### config.mk
export PLATFORM = sky130hd
export DESIGN_NAME = contador_etapas
export DESIGN_NICKNAME = d
export VERILOG_FILES = /design/src/rtl/contador_etapas_pkg.sv /design/src/rtl/detector_borda.sv /design/src/rtl/contador_etapas.sv
export SDC_FILE = /design/constraint.sdc
export NUM_CORES = 1
export LEC_CHECK = 0
export BUFFER_PORTS_ARGS = -buffer_cell sky130_fd_sc_hd__buf_2
export CORE_ASPECT_RATIO = 1.4
export CORE_UTILIZATION = 34
export CTS_CLUSTER_DIAMETER = 60
export DETAILED_ROUTE_END_ITERATION = 16
export PLACE_DENSITY = 0.59
export RECOVER_POWER = 25
export SLEW_MARGIN = 0
export SYNTH_ARGS = -nofsm -noshare
export SYNTH_HDL_FRONTEND = slang
export SYNTH_SLANG_ARGS = --single-unit
export TNS_END_PERCENT = 5
### constraint.sdc
create_clock -name Clock -period 2.27 [get_ports Clock]
set_clock_uncertainty 0.1 [all_clocks]
set_input_delay 0.227 -clock Clock [delete_from_list [all_inputs] [get_ports Clock]]
set_output_delay 0.227 -clock Clock [all_outputs]
set_load 0.01 [all_outputs]
### src/rtl/contador_etapas_pkg.sv
// contador_etapas_pkg: shared control-unit constants for the step counter and decoder.
package contador_etapas_pkg;
  localparam logic [0:0] ST_IDLE   = 1'b0;
  localparam logic [0:0] ST_ACTIVE = 1'b1;
  localparam int DEF_NSTEPS = 8;
  localparam int DEF_STEP_W = 3;
endpackage

### src/rtl/detector_borda.sv
// detector_borda: registered rising-edge detector; pulse is high while in is high and was low last edge.
module detector_borda (
  input  logic Clock,
  input  logic Resetn,
  input  logic in_i,
  output logic pulse_o
);
  logic in_q;
  always_ff @(posedge Clock or negedge Resetn)
    if (!Resetn) in_q <= 1'b0;
    else         in_q <= in_i;
  assign pulse_o = in_i & ~in_q;
endmodule

### src/rtl/contador_etapas.sv
// contador_etapas: parametrised instruction step counter with hold, done pulse, one-hot step and overrun flag.
module contador_etapas
  import contador_etapas_pkg::*;
#(
  parameter int NSTEPS       = DEF_NSTEPS,
  parameter int STEP_W       = DEF_STEP_W,
  parameter int AUTO_RESTART = 1
) (
  input  logic              Clock,
  input  logic              Resetn,
  input  logic              Run,
  input  logic              Clear,
  input  logic              Hold,
  input  logic [STEP_W-1:0] LastStep,
  output logic [STEP_W-1:0] Tstep,
  output logic [NSTEPS-1:0] Tstep_oh,
  output logic              Busy,
  output logic              Done,
  output logic              Error
);
  localparam logic [STEP_W-1:0] LAST_IDX = STEP_W'(NSTEPS - 1);
  logic              start;
  logic [0:0]        state_q, state_d;
  logic [STEP_W-1:0] tstep_q, tstep_d;
  logic [NSTEPS-1:0] oh_q, oh_d;
  logic              done_q, done_d;
  logic              error_q, error_d;
  logic              complete;
  detector_borda u_borda (
    .Clock   (Clock),
    .Resetn  (Resetn),
    .in_i    (Run),
    .pulse_o (start)
  );
  // LastStep beyond the last index never matches, so the overrun rule terminates it
  always_comb begin
    state_d  = state_q;
    tstep_d  = tstep_q;
    done_d   = 1'b0;
    error_d  = error_q;
    complete = 1'b0;
    if (state_q == ST_IDLE) begin
      tstep_d = '0;
      state_d = start ? ST_ACTIVE : ST_IDLE;
    end else if (Clear) begin
      complete = 1'b1;
    end else if (!Hold) begin
      if (tstep_q == LastStep) begin
        complete = 1'b1;
      end else if (tstep_q == LAST_IDX) begin
        complete = 1'b1;
        error_d  = 1'b1;
      end else begin
        tstep_d = tstep_q + STEP_W'(1);
      end
    end
    if (complete) begin
      tstep_d = '0;
      done_d  = 1'b1;
      state_d = (AUTO_RESTART != 0 && Run) ? ST_ACTIVE : ST_IDLE;
    end
  end
  always_comb begin
    oh_d = '0;
    for (int i = 0; i < NSTEPS; i++) oh_d[i] = (tstep_d == STEP_W'(i));
  end
  always_ff @(posedge Clock or negedge Resetn)
    if (!Resetn) begin
      state_q <= ST_IDLE;
      tstep_q <= '0;
      oh_q    <= NSTEPS'(1);
      done_q  <= 1'b0;
      error_q <= 1'b0;
    end else begin
      state_q <= state_d;
      tstep_q <= tstep_d;
      oh_q    <= oh_d;
      done_q  <= done_d;
      error_q <= error_d;
    end
  assign Tstep    = tstep_q;
  assign Tstep_oh = oh_q;
  assign Busy     = (state_q == ST_ACTIVE);
  assign Done     = done_q;
  assign Error    = error_q;
endmodule

# Yosys cells after proc, flatten, opt, wreduce, memory -nomap -nowiden
# Cells that the tools add are included.
[word_totals]
register_bits = 15
inputBits = 8
wordCells = 39
[classes]
addsub = 1
n_eq_ne = 9
n_mux = 16
bitwise_logic = 5
n_reduce_logical = 2
[op_table]
columns = ["operator", "n"]
rows = [
  ["$mux W3", 6],
  ["$eq A3 B3 Y1 const B", 5],
  ["$mux W1", 10],
  ["$eq A3 B2 Y1 const B", 2],
  ["$reduce_and A5 Y1", 1],
  ["$not A1 Y1", 4],
  ["$add A3 B1 Y3 const B", 1],
  ["$eq A3 B1 Y1 const B", 1],
  ["$eq A3 B3 Y1", 1],
  ["$logic_not A3 Y1", 1],
  ["$and A1 B1 Y1", 1],
]

# Longest topological paths before layout
# Gate-level depths: netlist (run 1).
[depth]
ltp_word = 8
ltp_mapped = 5
ltp_nobuf = 5

# Modules after synthesis
# Synthesis (run 1) repeated with hierarchy kept, for this count alone.
[hier_totals]
cells_unflattened = 63
hier_area_um2 = 767.0
[modules_own_cells]
columns = ["module", "n_inst", "cells_per_inst", "area_per_inst_um2", "seq_area_each_um2"]
rows = [
  ["contador_etapas", 1, 61, 728.2, 351.6],
  ["detector_borda", 1, 2, 38.8, 25.0],
]

# Worst setup path after synthesis (run 1)
# OpenSTA, ideal clock, no wires.
[synth_path]
path_kind = "register to register"
from = "register tstep_q[1] (netlist: Tstep[1])"
to = "register oh_q[3] (netlist: Tstep_oh[3])"
arrival_time_ps = 1784
setup_slack_ps = 266
path_stages_with_launch = 6
n_path_buf = 0
cell_sequence = "dfrtp_1 -> ha_1 -> a211o_1 -> a31oi_4 -> mux2i_2 -> and3b_1"
[synth_between]
elab_chain_len = 8
elab_cells_between_ends = 15
cone_classes = "add/sub: 1; eq/ne: 3; mux: 11"
[synth_lines]
columns = ["item", "line_no", "text"]
rows = [
  ["from (decl)", "contador_etapas.sv:24", "logic [STEP_W-1:0] tstep_q, tstep_d;"],
  ["from (signal assigned)", "contador_etapas.sv:76", "tstep_q <= tstep_d;"],
  ["$add A3 B1 Y3 / $eq A3 B3 Y1 (equally long branches)", "contador_etapas.sv:54, contador_etapas.sv:50", ""],
  ["$mux W3 / $mux W1 (equally long branches)", "contador_etapas.sv:50", "end else if (tstep_q == LAST_IDX) begin"],
  ["$mux W3 / $mux W1 (equally long branches)", "contador_etapas.sv:48", "if (tstep_q == LastStep) begin"],
  ["$mux W3 / $mux W1 (equally long branches)", "contador_etapas.sv:47", "end else if (!Hold) begin"],
  ["$mux W3 / $mux W1 (equally long branches)", "contador_etapas.sv:45", "end else if (Clear) begin"],
  ["$mux W3 / $mux W1 (equally long branches)", "contador_etapas.sv:42", "if (state_q == ST_IDLE) begin"],
  ["$mux W3 (*)", "contador_etapas.sv:57", "if (complete) begin"],
  ["$eq A3 B2 Y1 (*)", "contador_etapas.sv:65", "for (int i = 0; i < NSTEPS; i++) oh_d[i] = (tstep_d == STEP_W'(i));"],
  ["named net oh_d[3]", "contador_etapas.sv:25", "logic [NSTEPS-1:0] oh_q, oh_d;"],
  ["to (signal assigned)", "contador_etapas.sv:77", "oh_q <= oh_d;"],
  ["to (decl)", "contador_etapas.sv:25", ""],
]
# The timed path passes the listed nets; every way through them passes the cells marked *.
# A chain may end at the register's enable or synchronous reset.

# Final worst setup path (run 1)
# Same ends and word-level chain as after synthesis.

==> results.toml, run 1 <==
[status]
run_status = "finished, final reports clean"

[logic_synthesis]
primary_ff_master_synth = "dfrtp_1"
synthesis.yosys.warnings = 0
synth.yosys.seq_area_share = 0.500
synthesis.nets = 72
synth-edff-count = 0
ys_types = 38
synth_top_cells_by_area = "dfrtp_1 47%, dfstp_2 3.5%, nor2b_1 3.3%, a31oi_4 2.8%, and3b_1 2.3%"
postSynthAreaPerCell_sq_um = 12.0
yosys.area.top_type_share = 0.465
netlist_area_sq_um = 753
postSynth.asyncResetShare = 1.00
postSynthCellCount = 63
synth_area_leader_cell = "dfrtp_1"
postSynthRegisterBits = 15

[worst_setup_path]
data_required_time_at_the_worst_endpoint_ps = 2340
crit_fanout = 8
endpoint_kind = "register"
timing_worst_setup_path_type = "reg2reg"
setup.worst_path.start_class = "register"
critical_path_arrival_ps = 2180

[sta]
finalSetupViolCount = 0
timing.final.crit_period_ps = 2120
finalHoldViolations = 0
setup_repair_after_global_routing_missed_its_margin = "false"
timing.final.max_slew_violations = 0
max_slew.worst_pin.slew_ps = 769
post-route-period-util = 0.932
fin_tns_setup_ps = 0
max_slew_margin = 0.487
achievable-frequency_mhz = 473

[layout]
nets_final = 100
multi_input_area_sq_um = 368
filler_cell_count = 181
layout-drive-gt1-share = 0.356
post_layout_nonfiller_instances = 111
seqCellArea_sq_um = 377
antenna_cells = 0
area.growth.synth_to_final_pct = 23.8

[routing]
initial_drt_pass_iterations = 4
route.detailed.vias_per_inst = 5.21
route.final.wire_length_um = 1420
post-route-drc-count = 0
avgRoutedWirePerCell_um = 12.8
drtAntennaViolNets = 0
dr.first_iter.drc_count = 14
via_count = 578

[pwr]
sequentialPowerShare = 0.553
ir_worst_vdd_mv = 0.311
switching_share = 0.252
clkPwrFrac = 0.280
power-per-cell-area_nw_per_um2 = 545
total_switching_power_uw = 128
p_int_uw = 380
comb_power_share = 0.167
power_leakage_nw = 0.472
totalPowerFinal_uw = 508

[floorplanning]
rows = 19
initial_utilization = 0.373
die_y_um = 57.7
fp.coreArea_sq_um = 2020
design.portCount = 22
dieWidth_um = 41.8
die_area_sq_um = 2410

[global_routing]
grt_antenna_before_repair = 0
track_usage = 0.127
grt_pass1_vias = 561
grt_pass1_wl_um = 2330
grt_remaining_overflow = 0
largest_net_degree_at_the_start_of_global_routing = 16

[min_path]
hold_path_class = "in2reg"

[clock_network]
clock_insertion_delay_worst_skew_ps = 270
tritoncts = "built"
cts_buffers = 3
clock_sink_count = 15
cts.htree.levels = 1
cts-root-buf = "clkbuf_4"
post_cts_resize_count = 0
clock_tree.buffer_depth = 2
worst_setup_hold_path_clk_slew_ps = 80

[run]
timing.max_cap.violations = 0

[place]
gpl.final_weighted_congestion = 0.829
buffer_ports.inserted = 21
place_hpwl_um = 1080
placed_cells = 105
[metal layers]
layer	share of wire	vias up	global-route usage
li1	-	287	-
met1	0.44	270	0.160
met2	0.49	17	0.208
met3	0.051	4	0.0218
met4	0.021	0	0.0691
met5	0	-	0
[registers in the layout (all words and copies together), names as in the netlist]
name and flops:
Tstep 3, Busy 1, Tstep_oh 8, u_borda.in_q 1, Error 1, Done 1
[final cells by class]
cell class | instances | share of cell area
Multi-Input combinational cell | 46 | 0.395
Tap cell | 21 | 0.0282
Timing Repair Buffer | 24 | 0.141
Sequential cell | 15 | 0.404
Inverter | 1 | 0.00403
Clock buffer | 4 | 0.0282
[synth_stat cells, types with 2 or more instances]
cell type / instances
xor2_1: 2
xnor2_1: 2
nand2_1: 2
dfrtp_1: 14
nor2_1: 4
o211ai_1: 2
nor3b_1: 2
and3b_1: 2
nor2b_1: 4
[path summary, 6_finish.rpt]
kind | startpoint | endpoint | slack, ps | cells past startpoint
setup / recovery | Tstep[1] | Tstep_oh[3] | 150 | 5
hold reg to reg | Error | Error | 380 | 1
max in group asynchronous | Resetn | Tstep_oh[7] | 1150 | 2
setup reg to reg | Tstep[1] | Tstep_oh[3] | 150 | 5
hold / removal | Clear | Done | 160 | 2
min in group asynchronous | Resetn | Tstep_oh[1] | 440 | 2
[power groups by stage]
stage	Clock, mW	Sequential [mW]	Combinational [mW]
2_1_floorplan	0	0.291	0.0462
3_3_place_gp	0	0.287	0.0832
3_5_place_dp	0	0.287	0.0835
4_1_cts	0.153	0.281	0.0862
5_1_grt	0.164	0.282	0.0936
6_report	0.142	0.281	0.0848
[critical path, cell delays in order (launching register included)]
cell,delay [ps]
dfrtp_1,450
ha_1,270
a211o_1,340
a31oi_4,190
mux2i_2,430
and3b_1,230
[logic make-up (layout without fill, tap and decap cells)]
family	Yosys count	in the layout	synth area share
compound gates	14	14	0.159
simple gates	25	25	0.226
flops	15	15	0.500
xor+xnor	5	5	0.0681
buf+inv	2	29	0.0116
fa+ha+maj	1	1	0.0166
mux	1	1	0.0183
[through the flow]
step | utilization | area (sq um) | hold WS (ps) | setup slack, ps
finish | 0.461 | 932 | 159 | 154
global route | 0.461 | 932 | 152 | 53.0
CTS | 0.462 | 933 | 150 | 148
detailed placement | 0.439 | 887 | 51.7 | 165
global placement | 0.439 | 887 | 45.2 | 209
floorplan | - | 753 | -169 | 266
[layout by cell type, fill, tap and decap left out, types with 2 or more instances in the layout]
cell type	n
clkbuf_4	3
xor2_1	2
o211ai_1	2
dfrtp_1	14
xnor2_1	2
dlygate4sd3_1	2
nand2_1	2
nor2_1	4
nor3b_1	2
clkbuf_1	2
buf_2	20
nor2b_1	4
and3b_1	2
[timing repair]
item / CTS / global route
setup buffers: 0 / 0
hold endpoints to repair: 15 / 0
hold buffers: 2 / 0
(Power assumes the default switching activity.)
==> run 2: changes to the inputs <==
- BUFFER_PORTS_ARGS: -buffer_cell sky130_fd_sc_hd__buf_2 -> -buffer_cell sky130_fd_sc_hd__clkbuf_2
==> run 2 against run 1 <==
Largest cell class unchanged. Total power grew 1.8%. Final area grew 0.94%. Wire length grew 8.7%. Count of clock-buffer cells in the layout shrank 1. Global-route usage grew 1.9 points. Sequential share of layout area shrank 0.38 points.
==> results.toml, run 2 (same netlist as run 1, synthesis figures left out) <==
[sta]
timing.final.crit_period_ps = 2050
timing.final.max_slew_violations = 0
finalHoldViolations = 0
post-route-period-util = 0.901
fin_tns_setup_ps = 0
setup_repair_after_global_routing_missed_its_margin = "false"
achievable-frequency_mhz = 489
max_slew_margin = 0.452
max_slew.worst_pin.slew_ps = 821
finalSetupViolCount = 0

[layout]
nets_final = 101
largest_register_ffs = 8
fin_util = 0.466
layout.cells.most_common = "clkbuf_2"
area.growth.synth_to_final_pct = 24.9
post_layout_nonfiller_instances = 112
antenna_cells = 0
most-common-layout-cells = "20 x clkbuf_2, 14 x dfrtp_1, 4 x nor2_1, 4 x nor2b_1, 3 x clkbuf_4"
layout-drive-gt1-share = 0.374

[routing]
post-route-drc-count = 0
initial_drt_pass_iterations = 5
avgRoutedWirePerCell_um = 13.8
route.final.wire_length_um = 1550
via_count = 578
drtAntennaViolNets = 0
dr.first_iter.drc_count = 12
route.detailed.vias_per_inst = 5.16

[run]
timing.max_cap.violations = 0

[min_path]
min_from = "Clear"
timing.hold.worst_endpoint = "Done"
hold_path_class = "in2reg"
min_delay_path_depth = 2

[global_routing]
grt_antenna_before_repair = 0
largest_net_degree_at_the_start_of_global_routing = 16
track_usage = 0.146
grt_pass1_vias = 581
grt_pass1_wl_um = 2620
grt_remaining_overflow = 0

[worst_setup_path]
setup.worst_path.start_class = "register"
r2r-end = "Tstep_oh[3]"
timing_worst_setup_path_type = "reg2reg"
data_required_time_at_the_worst_endpoint_ps = 2350
endpoint_kind = "register"
r2r-start = "Tstep[0]"
worstPathCellList = "ha_1 > a211o_1 > a31oi_4 > mux2i_2 > and3b_1"
ff2ff_path_depth = 5
critical_path_arrival_ps = 2120
crit_fanout = 8
critical-path-slowest-cell = "mux2i_2"
cp_slowest_stage_delay_ps = 460
r2r_slack_ps = 220

[clock_network]
clock_tree.buffer_depth = 2
worst_setup_hold_path_clk_slew_ps = 90
clock_insertion_delay_worst_skew_ps = 280
cts-root-buf = "clkbuf_4"
post_cts_resize_count = 0
clock_sink_count = 15
tritoncts = "built"
cts_buffers = 3
cts.htree.levels = 1

[pwr]
totalPowerFinal_uw = 517
clkPwrFrac = 0.289
switching_share = 0.270
ir_worst_vdd_mv = 0.367
power-per-cell-area_nw_per_um2 = 549
sequentialPowerShare = 0.544
p_int_uw = 377
total_switching_power_uw = 139
power_leakage_nw = 0.472
comb_power_share = 0.166

[place]
buffer_ports.inserted = 21
placed_cells = 106
gpl.final_weighted_congestion = 0.843
place_hpwl_um = 1170

[floorplanning]
design.portCount = 22
initial_utilization = 0.373
rows = 19
die_y_um = 57.7
dieWidth_um = 41.8
fp.coreArea_sq_um = 2020
die_area_sq_um = 2410

[status]
run_status = "finished, final reports clean"
run 2: cell count changes in the layout (fill, tap and decap cells not counted), sizes merged:
cell,previous run,this run
buf,21,2
clkbuf,5,24
clkinv,0,1
run 2: worst max-delay path by stage:
stage / depth (start not counted) / startpoint / slack (ps) / to
finish: 5 / Tstep[0] / 220 / Tstep_oh[3]
global route: 5 / Tstep[0] / 120 / Tstep_oh[3]
CTS: 5 / Tstep[0] / 220 / Tstep_oh[3]
detailed placement: 5 / Tstep[0] / 240 / Tstep_oh[3]
global placement: 5 / Tstep[0] / 290 / Tstep_oh[3]
floorplan: 5 / Tstep[1] / 270 / Tstep_oh[3]
run 2: layout make-up:
class	count	area, sq um
tap	21	26.3
multi-input combinational	46	368
sequential	15	377
clock inverter	1	5.00
fill	181	1080
inverter	1	3.75
timing repair buffer	25	139
clock buffer	3	22.5
run 2: layer usage:
metal | wire [um] | vias to the layer above | share of wire | GRT usage
met5 | 0 | - | 0 | 0
met4 | 19 | 0 | 0.012 | 0.0876
met3 | 75 | 2 | 0.048 | 0.0187
met2 | 738 | 17 | 0.48 | 0.221
met1 | 714 | 269 | 0.46 | 0.200
li1 | - | 290 | - | -
run 2: worst max-delay path: cells and delay by family, from the launching register on:
| kind | cells | cell delay [ps] |
|---|---|---|
| AOI/OAI and AO/OA | 2 | 520 |
| adders and majority gates | 1 | 250 |
| muxes | 1 | 460 |
| and+or+nand+nor | 1 | 230 |
| DFF | 1 | 390 |
run 2: timing repair:
action	CTS	global route
setup buffers	0	0
hold buffers	2	0
endpoints found under the hold margin	15	0
run 2: power groups by stage:
stage,combinational (mW),sequential [mW],clock (mW)
floorplan,0.0462,0.291,0
global placement,0.0835,0.286,0
detailed placement,0.0843,0.286,0
CTS,0.0872,0.281,0.162
global route,0.0957,0.283,0.174
finish,0.0859,0.281,0.150
run 2: metrics by stage:
stage               hold slack, ps  cell area (sq um)  setup slack [ps]
floorplan                     -169                753               266
global placement              54.5                895               295
detailed placement            63.0                895               241
CTS                            139                942               218
global route                   148                941               118
finish                         150                941               224
==> run 3: changes to the inputs <==
- CELL_PAD_IN_SITES_DETAIL_PLACEMENT: default -> 1
- CELL_PAD_IN_SITES_GLOBAL_PLACEMENT: default -> 1
- MAX_ROUTING_LAYER: default -> met4
- PLACE_DENSITY: 0.59 -> 0.72
==> run 3 against run 2 <==
Count of clock-buffer cells in the layout rose by 1. Via count rose by 3.6%. Combinational power rose by 0.7%. Sequential power barely moved. Critical endpoint unchanged.
==> results.toml, run 3 (same netlist as run 1, synthesis figures left out) <==
[clock_network]
cts-root-buf = "clkbuf_4"
worst_setup_hold_path_clk_slew_ps = 90
cts_buffers = 3
tritoncts = "built"
clock_tree.buffer_depth = 2
post_cts_resize_count = 0
clock_insertion_delay_worst_skew_ps = 280
clock_sink_count = 15
cts.htree.levels = 1

[layout]
most-common-layout-cells = "19 x clkbuf_2, 14 x dfrtp_1, 4 x nor2_1, 4 x nor2b_1"
filler_cell_count = 228
layout-drive-gt1-share = 0.352
cell_area_after_layout_sq_um = 938
area.growth.synth_to_final_pct = 24.6
nets_final = 101
antenna_cells = 0
largest_register_ffs = 8
layout.cells.most_common = "clkbuf_2"

[pwr]
ir_worst_vdd_mv = 0.383
power_leakage_nw = 0.467
power-per-cell-area_nw_per_um2 = 549

[sta]
setup_repair_after_global_routing_missed_its_margin = "false"
max_slew.worst_pin.slew_ps = 793
achievable-frequency_mhz = 487
worst_hold_slack_ps = 144
fin_tns_setup_ps = 0
max_slew_margin = 0.471
timing.final.max_slew_violations = 0
timing.final.crit_period_ps = 2050
finalSetupViolCount = 0
post-route-period-util = 0.905
finalHoldViolations = 0

[worst_setup_path]
timing_worst_setup_path_type = "reg2reg"
r2r-end = "Tstep_oh[3]"
launch_point_of_the_worst_path = "Tstep[0]"
setup.worst_path.start_class = "register"
ff2ff_path_depth = 5
r2r_slack_ps = 220
endpoint_kind = "register"
critical_path_arrival_ps = 2120
data_required_time_at_the_worst_endpoint_ps = 2340
r2r-start = "Tstep[0]"
crit_fanout = 8

[floorplanning]
die_y_um = 57.7
fp.coreArea_sq_um = 2020
rows = 19
die_area_sq_um = 2410
initial_utilization = 0.373
dieWidth_um = 41.8
design.portCount = 22

[routing]
initial_drt_pass_iterations = 4
route.final.wire_length_um = 1670
dr.first_iter.drc_count = 6
post-route-drc-count = 0
drtAntennaViolNets = 0
avgRoutedWirePerCell_um = 14.9
via_count = 599
route.detailed.vias_per_inst = 5.35

[place]
buffer_ports.inserted = 21
place_hpwl_um = 1300
place_area_sq_um = 895
gpl.final_weighted_congestion = 0.875

[min_path]
hold_path_class = "in2reg"
min_delay_path_depth = 2
timing.hold.worst_endpoint = "Done"
min_from = "Clear"

[global_routing]
largest_net_degree_at_the_start_of_global_routing = 16
grt_pass1_wl_um = 2820
track_usage = 0.159
grt_pass1_vias = 636
grt_antenna_before_repair = 0
grt_remaining_overflow = 0

[run]
timing.max_cap.violations = 0

[status]
run_status = "finished, final reports clean"
[run 3: how the worst max path moves through the flow]
stage / to / cells past startpoint
after floorplan: Tstep_oh[3] / 5
after global placement: Tstep_oh[3] / 5
after detailed placement: Tstep_oh[3] / 5
after CTS: Tstep_oh[3] / 5
after global routing: Tstep_oh[4] / 5
final: Tstep_oh[3] / 5
[run 3: layer usage]
metal	GRT usage	routed length, um	share of wire	vias to the layer above
met4	0.0829	12	0.0072	0
met1	0.197	721	0.43	299
li1	-	-	-	286
met2	0.261	887	0.53	12
met5	-	0	0	-
met3	0.00935	53	0.032	2
[run 3: critical path, cell delays in order, from the launching register on]
cell	delay, ps
dfrtp_1	390
ha_1	250
a211o_1	340
a31oi_4	170
mux2i_2	470
and3b_1	230
[run 3: through the flow]
stage | util | worst slack [ps] | power, mW | std cells
2_1_floorplan | - | 266 | 0.337 | 63
3_3_place_gp | 0.443 | 277 | 0.370 | 106
3_5_place_dp | 0.443 | 218 | 0.372 | 106
4_1_cts | 0.466 | 206 | 0.522 | 112
5_1_grt | 0.464 | 112 | 0.547 | 112
6_report | 0.464 | 216 | 0.516 | 112
[run 3: repair_timing]
action                    in CTS  in global routing
buffers inserted               0                  0
hold endpoints to repair      15                  0
hold buffers                   2                  0
[run 3: final cells by class]
type,count,area (sq um),area share
Sequential cell,15,377,0.401
Multi-Input combinational cell,46,368,0.392
Timing Repair Buffer,25,138,0.147
Clock buffer,4,26.3,0.0280
Tap cell,21,26.3,0.0280
Inverter,1,3.75,0.00400
[run 3: report_power, final]
| group | internal [mW] | switching, mW |
|---|---|---|
| clock | 0.0680 | 0.0797 |
| combinational | 0.0356 | 0.0508 |
| sequential | 0.276 | 0.00509 |
| total | 0.380 | 0.136 |
